## config.mk

```make
export PLATFORM = sky130hd
export DESIGN_NAME = mem_arbiter
export DESIGN_NICKNAME = d
export VERILOG_FILES = /design/src/rtl/mem_arbiter.sv
export SDC_FILE = /design/constraint.sdc
export NUM_CORES = 1
export LEC_CHECK = 0
export ABC_AREA = 1
export BUFFER_PORTS_ARGS = -buffer_cell sky130_fd_sc_hd__buf_4
export CAP_MARGIN = 20
export CORE_MARGIN = 2
export CORE_UTILIZATION = 45
export DETAILED_ROUTE_END_ITERATION = 6
export PLACE_DENSITY = 0.76
export SYNTH_ARGS = -nofsm -noshare
export SYNTH_HDL_FRONTEND = slang
export SYNTH_SLANG_ARGS = --single-unit
```

## constraint.sdc

```tcl
create_clock -name clk -period 2.3 [get_ports clk]
set_clock_uncertainty 0.2 [all_clocks]
set_input_delay 0.345 -clock clk [delete_from_list [all_inputs] [get_ports clk]]
set_output_delay 0.345 -clock clk [all_outputs]
set_load 0.005 [all_outputs]
```

## src/rtl/mem_arbiter.sv

```systemverilog
`timescale 1ns/1ps
`default_nettype none
// +--------------------------------------------------------------------+
// | mem_arbiter: two-port round-robin sequencer for the unified memory |
// | Revision: 1.0                                                      |
// +--------------------------------------------------------------------+
module mem_arbiter #(
  parameter int TIMEOUT = 16
) (
  input  logic        clk,
  input  logic        rst_n,
  input  logic        p0_req,
  input  logic        p0_wr,
  input  logic [31:0] p0_addr,
  input  logic [31:0] p0_wdata,
  output logic        p0_done,
  output logic        p0_err,
  output logic [31:0] p0_rdata,
  input  logic        p1_req,
  input  logic        p1_wr,
  input  logic [31:0] p1_addr,
  input  logic [31:0] p1_wdata,
  output logic        p1_done,
  output logic        p1_err,
  output logic [31:0] p1_rdata,
  output logic [31:0] mem_addr,
  output logic [31:0] mem_data_in,
  output logic        mem_wr,
  output logic        mem_rd,
  input  logic [31:0] mem_data_out,
  input  logic        mem_write_done,
  input  logic        mem_available,
  output logic        busy,
  output logic        owner
);

  localparam logic [2:0] c_IDLE    = 3'd0;
  localparam logic [2:0] c_RD      = 3'd1;
  localparam logic [2:0] c_WR      = 3'd2;
  localparam logic [2:0] c_WR_WAIT = 3'd3;
  localparam logic [2:0] c_RESP    = 3'd4;
  localparam logic [7:0] c_CNT_LAST = 8'(TIMEOUT - 1);

  logic [2:0]  r_state, w_next;
  logic        r_last, r_owner, r_wr, r_err;
  logic [7:0]  r_cnt;
  logic [31:0] r_addr, r_wdata, r_rdata0, r_rdata1;

  logic w_req_any, w_grant, w_gnt_wr, w_timeout;

  // On a tie the port that was not served last wins.
  assign w_req_any = p0_req | p1_req;
  assign w_grant   = (p0_req && p1_req) ? ~r_last : p1_req;
  assign w_gnt_wr  = w_grant ? p1_wr : p0_wr;
  assign w_timeout = (r_cnt == c_CNT_LAST);

  always_ff @(posedge clk or negedge rst_n) begin
    if (!rst_n) r_state <= c_IDLE;
    else        r_state <= w_next;
  end

  always_comb begin
    w_next = r_state;
    case (r_state)
      c_IDLE:    if (w_req_any) w_next = w_gnt_wr ? c_WR : c_RD;
      c_RD:      if (mem_available || w_timeout) w_next = c_RESP;
      c_WR:      w_next = c_WR_WAIT;
      c_WR_WAIT: if (mem_write_done || w_timeout) w_next = c_RESP;
      c_RESP:    w_next = c_IDLE;
      default:   w_next = c_IDLE;
    endcase
  end

  always_ff @(posedge clk or negedge rst_n) begin
    if (!rst_n) begin
      r_last   <= 1'b1;
      r_owner  <= 1'b0;
      r_wr     <= 1'b0;
      r_err    <= 1'b0;
      r_cnt    <= 8'd0;
      r_addr   <= 32'd0;
      r_wdata  <= 32'd0;
      r_rdata0 <= 32'd0;
      r_rdata1 <= 32'd0;
    end else begin
      case (r_state)
        c_IDLE: begin
          if (w_req_any) begin
            r_owner <= w_grant;
            r_wr    <= w_gnt_wr;
            r_addr  <= w_grant ? p1_addr : p0_addr;
            r_wdata <= w_grant ? p1_wdata : p0_wdata;
            r_cnt   <= 8'd0;
            r_err   <= 1'b0;
          end
        end
        c_RD: begin
          if (mem_available) begin
            if (r_owner) r_rdata1 <= mem_data_out;
            else         r_rdata0 <= mem_data_out;
          end else if (w_timeout) begin
            r_err <= 1'b1;
          end else begin
            r_cnt <= r_cnt + 8'd1;
          end
        end
        c_WR_WAIT: begin
          if (!mem_write_done) begin
            if (w_timeout) r_err <= 1'b1;
            else           r_cnt <= r_cnt + 8'd1;
          end
        end
        c_RESP:  r_last <= r_owner;
        default: ;
      endcase
    end
  end

  // Memory strobes and handshakes come only from the registered state.
  always_comb begin
    mem_rd  = (r_state == c_RD);
    mem_wr  = (r_state == c_WR);
    busy    = (r_state != c_IDLE);
    p0_done = (r_state == c_RESP) && !r_owner;
    p1_done = (r_state == c_RESP) &&  r_owner;
    p0_err  = p0_done && r_err;
    p1_err  = p1_done && r_err;
  end

  assign mem_addr    = r_addr;
  assign mem_data_in = r_wdata;
  assign owner       = r_owner;
  assign p0_rdata    = r_rdata0;
  assign p1_rdata    = r_rdata1;

endmodule
`default_nettype wire

```

## Word level (Yosys, flattened, before mapping)

Index checks and enable logic that the tools add are counted.
Widths: inputs -> output; s select.

- Register bits after elaboration: 142
- Bits of input ports: 168
- Output and inout bits: 136
- Logic and storage cells: 58

- $add $sub $neg: 1
- Equal/unequal tests: 10
- Multiplexer cells: 19
- Bitwise logic cells: 3
- Reductions and logical operators: 16

Operator list:

| cell | count |
|---|---|
| $mux 32 | 2 |
| $mux 8 | 4 |
| $pmux 8 s3 | 1 |
| $pmux 3 s4 | 1 |
| $mux 3 | 3 |
| $reduce_and 3->1 | 3 |
| $add 8x1->8 const B | 1 |
| $eq 8x4->1 const B | 1 |
| $ne 2x2->1 const B | 4 |
| $eq 3x2->1 const B | 2 |
| $mux 1 | 6 |
| $reduce_bool 3->1 | 2 |
| $logic_and 1x1->1 | 5 |
| $reduce_and 4->1 | 1 |
| $eq 3x1->1 const B | 1 |
| $eq 3x3->1 const B | 1 |
| $logic_not 3->1 | 1 |
| $pmux 1 s3 | 1 |
| $logic_or 1x1->1 | 2 |
| $mux 2 | 1 |
| $ne 2x1->1 const B | 1 |
| $not 1->1 | 2 |
| $reduce_and 2->1 | 1 |
| $logic_not 1->1 | 1 |
| $or 1x1->1 | 1 |

## Depth between registers and ports, before layout

Gate-level depths: netlist (run 1).

- Word-level depth: 6
- Gate-level depth with buffers: 9
- Mapped depth without buffers: 9

## Worst setup path before layout (run 1)

No wires, ideal clock.

- Path kind: reg-to-reg
- Start point: register r_last
- End point: register r_wdata[0] (netlist: mem_data_in[0])
- Setup time: 0.076 ns
- Arrival: 1.290 ns
- Data required time: 2.024 ns
- Setup slack: 0.733 ns
- Stages on the path, launching flop included: 7
- Buffers on the path: 2
- Clock period less this slack: 1.567 ns
- Cell sequence: dfstp_2 -> nand2_1 -> nand2_1 -> buf_2 -> buf_1 -> nor2_1 -> o21ai_1

- Longest elaborated chain between the ends: 3

Ends and longest elaborated chain:

| what | line | RTL |
|---|---|---|
| start: declaration | 45 | `logic r_last, r_owner, r_wr, r_err;` |
| start signal: assignment | 113 | `c_RESP: r_last <= r_owner;` |
| $not 1->1 | 53 | `assign w_grant = (p0_req && p1_req) ? ~r_last : p1_req;` |
| $mux 1 | 53 |  |
| $mux 32 | 92 | `r_wdata <= w_grant ? p1_wdata : p0_wdata;` |
| end signal: assignment | 92 |  |
| end: declaration | 47 | `logic [31:0] r_addr, r_wdata, r_rdata0, r_rdata1;` |

No other way between the ends.
A chain may end at the register's enable or synchronous reset.

## Final worst setup path (run 1)

- Start point: register r_state[1]
- End point: register r_addr[10] (netlist: mem_addr[10])

- Longest elaborated chain between the ends: 2

Ends and longest elaborated chain:

| what | line | RTL |
|---|---|---|
| start: declaration | 44 | `logic [2:0] r_state, w_next;` |
| start signal: assignment | 58 | `if (!rst_n) r_state <= c_IDLE;` |
| start signal: assignment | 59 | `else r_state <= w_next;` |
| $logic_not 3->1 | 86 | `case (r_state)` |
| $reduce_and 2->1 (no source line) | -- |  |
| end signal: assignment | 91 | `r_addr <= w_grant ? p1_addr : p0_addr;` |
| end: declaration | 47 |  |

No other way between the ends.

==> metrics, run 1 <==
hpwl dp=13.9 mm; io pins=304; CP startpoint kind=flip-flop; sequential area share after synthesis=56.4%; Critical-path top delay cell=dlygate4sd3_1; final period utilization=97.9%; outcome=finished clean; gr busiest metal=met2; headroom to the max-slew limit=53.0%; CTS tree=done; worst-margin pin slew=0.705 ns; syn avg cell area=8.69 sq um; post-synthesis compound-gate area fraction=22.5%; GR Layer Usage met3=9.94%; Hold Crit Start=p1_addr[22]; pwr/cell area=1260 nW/um^2; commonest non-fill, non-tap cell in the layout=buf_4; H-tree depth=4; leakage=0.00527 uW; post-synthesis cell count=726; Port Buffer Count=303; Worst setup EP type=flip-flop; CTS buffer count=17; largest net degree at the start of global routing=66; DR DRC count=0; R2R setup slack=0.05 ns; Synth Register Bits=142; layout cells sized above 1=33.5%; count of cell types in the netlist=27; width of the die=122 microns; DR vias=6989; Ys Warns=0; grt met1 use=34.2%; post-synthesis adder-cell area fraction=0.198%; post-layout util=76.3%; GP Congestion=0.837; drt pass-1 iters=5; main combinational cell family by area after synthesis=compound AO/OA/AOI/OAI gates; Clock Sinks=142; initial antenna violation count=0; Post-Place Cells=1174; Post-Synth XOR/XNOR Area=0.278%; fmax=444 MHz; 1st-iter DRT viols=496; Final min period=2.25 ns; final slew viol count=0; Peak supply drop=737 uV; largest stage delay on the critical path=0.58 ns; Routed WL=23.1 mm; Avg WL per Cell=17.7 microns; Cell Chain, Critical Path=nor2_4, nand2_8, buf_12, o21ai_0, o21ai_1, dlygate4sd3_1; Final setup viols=0; worst r2r src=r_state[1]$_DFFE_PN0P_; Post-Syn Nets=895; Setup crit start=r_state[1]$_DFFE_PN0P_; Post-Syn Area=6310 sq um; Setup TNS Final=0 ns; RSZ-0062 raised after global routing=true; CTS Root Cell=clkbuf_16; Die H=122 microns; via/cell ratio=5.34; GRT Total Usage=30.2%; vias in the first global route=6952; worst setup path end=mem_addr[10]$_DFFE_PN0P_; number of max-cap violations=0; commonest cells after routing, fill and taps aside=buf_4, o21ai_1, dfrtp_1, nand2_1, dlygate4sd3_1; Starting Density=45.8%; WP data required=2.40 ns; GRT overflow=0; worst min path class=primary input to flip-flop; Worst-path clk slew=0.06 ns; post-route cell area=10500 sq um; antenna-violating nets left=0; area post-placement=8730 sq um; die area=15000 sq um; later-pin clock latency in the skew report=0.41 ns; Cell Rows=43; Worst R2R Path Depth=6; critical path type=flip-flop to flip-flop; first-pass GRT wire length=34.9 mm; n_diodes=0; Finished Layout Cells=1310; Core Region=13800 sq um; maximum fanout along the worst path=52; reg2reg end=mem_addr[10]$_DFFE_PN0P_; mux share of post-synthesis cell area=0%; M2 GR Usage=51.9%; Post-Synth Simple-Gate Area=13.6%; clk buf depth=2; Final #Nets=1286; WP data arrival=2.35 ns; Area growth syn-to-layout=66.7%; final hold violations=0; number of fill cells=929
## state kept, by name, indices dropped and copies added, names as in the netlist, 3 cells and up
| name | flops |
|---|---|
| p0_rdata | 32 |
| mem_addr | 32 |
| r_cnt | 8 |
| mem_data_in | 32 |
| p1_rdata | 32 |
| r_state | 3 |
## through the flow
stage	worst slack, ns	hold WS, ns	power, uW
floorplan	0.733	-0.151	6510
global placement	0.381	0.0601	9020
detailed placement	0.353	0.0611	9130
CTS	0.00000633	0.000247	12900
global route	-0.0292	0.00236	14100
finish	0.0476	0.0112	13300
## cell families (layout without fill, tap and decap cells)
group	Yosys count	count (layout)
AOI/OAI and AO/OA	272	272
xor gates and xnor gates	2	2
DFF	142	142
and+or+nand+nor	209	209
adders and majority gates	1	1
buffers and inverters	100	504
## synth_stat cells
cell	n	area share, %
o21bai_1	8	0.95
nand2_1	104	6.2
nor2_1	80	4.8
dfstp_2	1	0.42
nor3b_1	1	0.12
clkbuf_1	21	1.2
nand4_1	3	0.30
nand2_4	3	0.54
nor2_2	1	0.099
o21ai_2	10	1.4
o21ai_0	86	6.8
buf_6	5	0.89
nor2_4	1	0.18
nand3_2	2	0.32
buf_1	3	0.18
nor3_1	2	0.16
nand3_1	10	0.79
inv_2	5	0.30
inv_1	48	2.9
a21oi_1	1	0.079
xor2_1	2	0.28
nand2_2	2	0.20
ha_1	1	0.20
buf_2	15	1.2
o21ai_1	167	13
buf_4	3	0.36
dfrtp_1	141	56
## per-layer routing
metal	wire length (microns)	part of all wire (%)
met2	11600	50
met4	916	4.0
met1	8300	36
met3	2320	10
met5	0	0
## worst max-delay path: cells and delay by family (launching register included)
family	cells	cell delay [ns]
and+or+nand+nor	2	0.34
buffers and inverters	2	0.79
AOI/OAI and AO/OA	2	0.33
DFF	1	0.45
## report_power, final
part | internal, uW | leakage, uW | switching (uW)
Sequential | 3650 | 0.00177 | 721
Clock | 2120 | 0.000334 | 1050
Combinational | 2990 | 0.00317 | 2750
Total | 8760 | 0.00527 | 4520
## how the worst min path moves through the flow
stage,endpoint,slack [ns],depth (start not counted)
final,mem_addr[22]$_DFFE_PN0P_,0.01,3
after global routing,p1_rdata[20]$_DFFE_PN0P_,0.002,3
after CTS,mem_addr[27]$_DFFE_PN0P_,0.0002,3
after detailed placement,p0_rdata[4]$_DFFE_PN0P_,0.06,1
after global placement,p0_rdata[4]$_DFFE_PN0P_,0.06,1
after floorplan,mem_addr[0]$_DFFE_PN0P_,-0.15,0
## timing repair
action                                 4_1_cts  5_1_grt
gates cloned                                 0        1
setup buffers                                0        2
gates resized for setup                      1       13
pin swaps                                    0        2
setup endpoints to repair                    1       29
hold buffers                               101        0
endpoints found under the hold margin      184        0
## layout make-up
class                   instances  area (sq um)  share of cell area [%]
clock buffers                  22           474                    4.51
clock inverters                10           208                    1.98
inverters                      53           201                    1.92
multi-input cells             484          2340                    22.3
flip-flops and latches        142          3560                    33.8
well taps                     180           225                    2.14
repair buffers                419          3500                    33.3
No activity file was read; power rests on OpenSTA's default activity.
==> run 2: changes to the inputs <==
BUFFER_PORTS_ARGS = -buffer_cell sky130_fd_sc_hd__buf_2   (was -buffer_cell sky130_fd_sc_hd__buf_4)
==> run 2 against run 1 <==
Effect of this change:
- sequential share of layout area up 3.4 points
- highest routed layer is now met5
- global-route usage down 2.1 points
- critical path depth shrank 2
- largest power group unchanged
- critical endpoint is now p1_err
- clock-buffer cell count down 1
- first-iteration DRC count fell by 2.6%
==> metrics, run 2 (synthesis results as in run 1) <==
Finished Layout Cells=1301; Final setup viols=0; Critical-path top delay cell=dfrtp_1; CP startpoint kind=flip-flop; RSZ-0062 raised after global routing=false; Clock Sinks=142; WP data arrival=1.55 ns; pwr/cell area=1210 nW/um^2; Routed WL=21.6 mm; final hold violations=0; drt pass-1 iters=5; area post-placement=7970 sq um; FF+latch area=3550 sq um; worst-margin pin slew=0.748 ns; final period utilization=91.1%; post-route cell area=9540 sq um; Avg WL per Cell=16.6 microns; number of fill cells=1064; fmax=477 MHz; initial antenna violation count=3; 1st-iter DRT viols=483; Worst-path clk slew=0.06 ns; DR DRC count=0; io pins=304; DR vias=6841; clk buf depth=2; critical path type=flip-flop to primary output; Core Region=13800 sq um; CTS Root Cell=clkbuf_16; Peak supply drop=613 uV; Setup TNS Final=0 ns; Cell Rows=43; Starting Density=45.8%; vias in the first global route=6707; Port Buffer Count=303; width of the die=122 microns; WP data required=1.75 ns; Die H=122 microns; outcome=finished clean; largest stage delay on the critical path=0.46 ns; die area=15000 sq um; Area growth syn-to-layout=51.3%; CTS buffer count=17; leakage=0.00493 uW; first-pass GRT wire length=32.8 mm; headroom to the max-slew limit=50.1%; maximum fanout along the worst path=6; number of max-cap violations=0; Final min period=2.10 ns; Final #Nets=1275; Cell Chain, Critical Path=nor2_4, nand2_2, nor3_1, buf_2; later-pin clock latency in the skew report=0.41 ns; layout cells sized above 1=33.5%; via/cell ratio=5.26; H-tree depth=4; worst min path class=primary input to flip-flop; largest net degree at the start of global routing=71; area of the multi-input gates=2330 sq um; GRT Total Usage=28.1%; Worst setup EP type=primary output; commonest cells after routing, fill and taps aside=buf_2, o21ai_1, dfrtp_1, nand2_1, dlygate4sd3_1; antenna-violating nets left=0; CTS tree=done; GP Congestion=0.803; commonest non-fill, non-tap cell in the layout=buf_2; GRT overflow=0; Post-Place Cells=1174; final slew viol count=0; hpwl dp=13.3 mm
run 2: routing by layer:
layer  up-vias  routed length (microns)  track usage [%]
met5         -                        8                0
met2       416                    10500             47.5
met3        85                     2040             7.76
met1      3163                     8250             32.9
li1       3175                        -                -
met4         2                      823             13.8
run 2: report_power, final:
part / total (uW) / internal [uW] / switching (uW)
Sequential: 4260 / 3640 / 621
Clock: 2910 / 1870 / 1040
Combinational: 4400 / 1850 / 2550
Total: 11600 / 7360 / 4220
run 2: what timing repair did:
action	CTS	global route
setup buffers	0	0
gates resized for setup	0	2
setup endpoints to repair	0	2
hold buffers	92	0
endpoints found under the hold margin	147	0
run 2: final cells by class:
| cell class | count | share of cell area [%] |
|---|---|---|
| sequential | 142 | 37.2 |
| timing repair buffer | 408 | 27.3 |
| multi-input combinational | 484 | 24.4 |
| clock buffer | 21 | 4.82 |
| tap | 180 | 2.36 |
| inverter | 53 | 2.08 |
| clock inverter | 10 | 1.69 |
| antenna | 3 | 0.0787 |
run 2: final timing paths:
| check | slack [ns] | start | end | cells past startpoint |
|---|---|---|---|---|
| setup / recovery | 0.20 | r_state[0]$_DFFE_PN0P_ | p1_err | 4 |
| hold / removal | 0.02 | mem_data_out[0] | p1_rdata[0]$_DFFE_PN0P_ | 3 |
| setup reg to reg | 0.25 | r_last$_DFFE_PN1N_ | r_state[0]$_DFFE_PN0P_ | 8 |
| hold reg to reg | 0.28 | p1_rdata[25]$_DFFE_PN0P_ | p1_rdata[25]$_DFFE_PN0P_ | 2 |
| max in group asynchronous | 0.95 | rst_n | mem_data_in[9]$_DFFE_PN0P_ | 3 |
| min in group asynchronous | 0.33 | rst_n | p0_rdata[6]$_DFFE_PN0P_ | 2 |
run 2: through the flow:
step	total power (uW)	util, %	setup WS, ns	hold WS [ns]
2_1_floorplan	6510	-	0.733	-0.151
3_5_place_dp	8400	57.8	0.137	0.217
5_1_grt	12400	69.3	0.0573	0.0186
3_3_place_gp	8240	57.8	0.251	0.207
6_report	11600	69.3	0.204	0.0162
4_1_cts	11500	69.0	0.0627	0.000418
run 2: critical path, delay by kind of cell (launching register included):
kind	cells	cell delay, ns
DFF	1	0.46
buffers and inverters	1	0.15
and+or+nand+nor	3	0.52
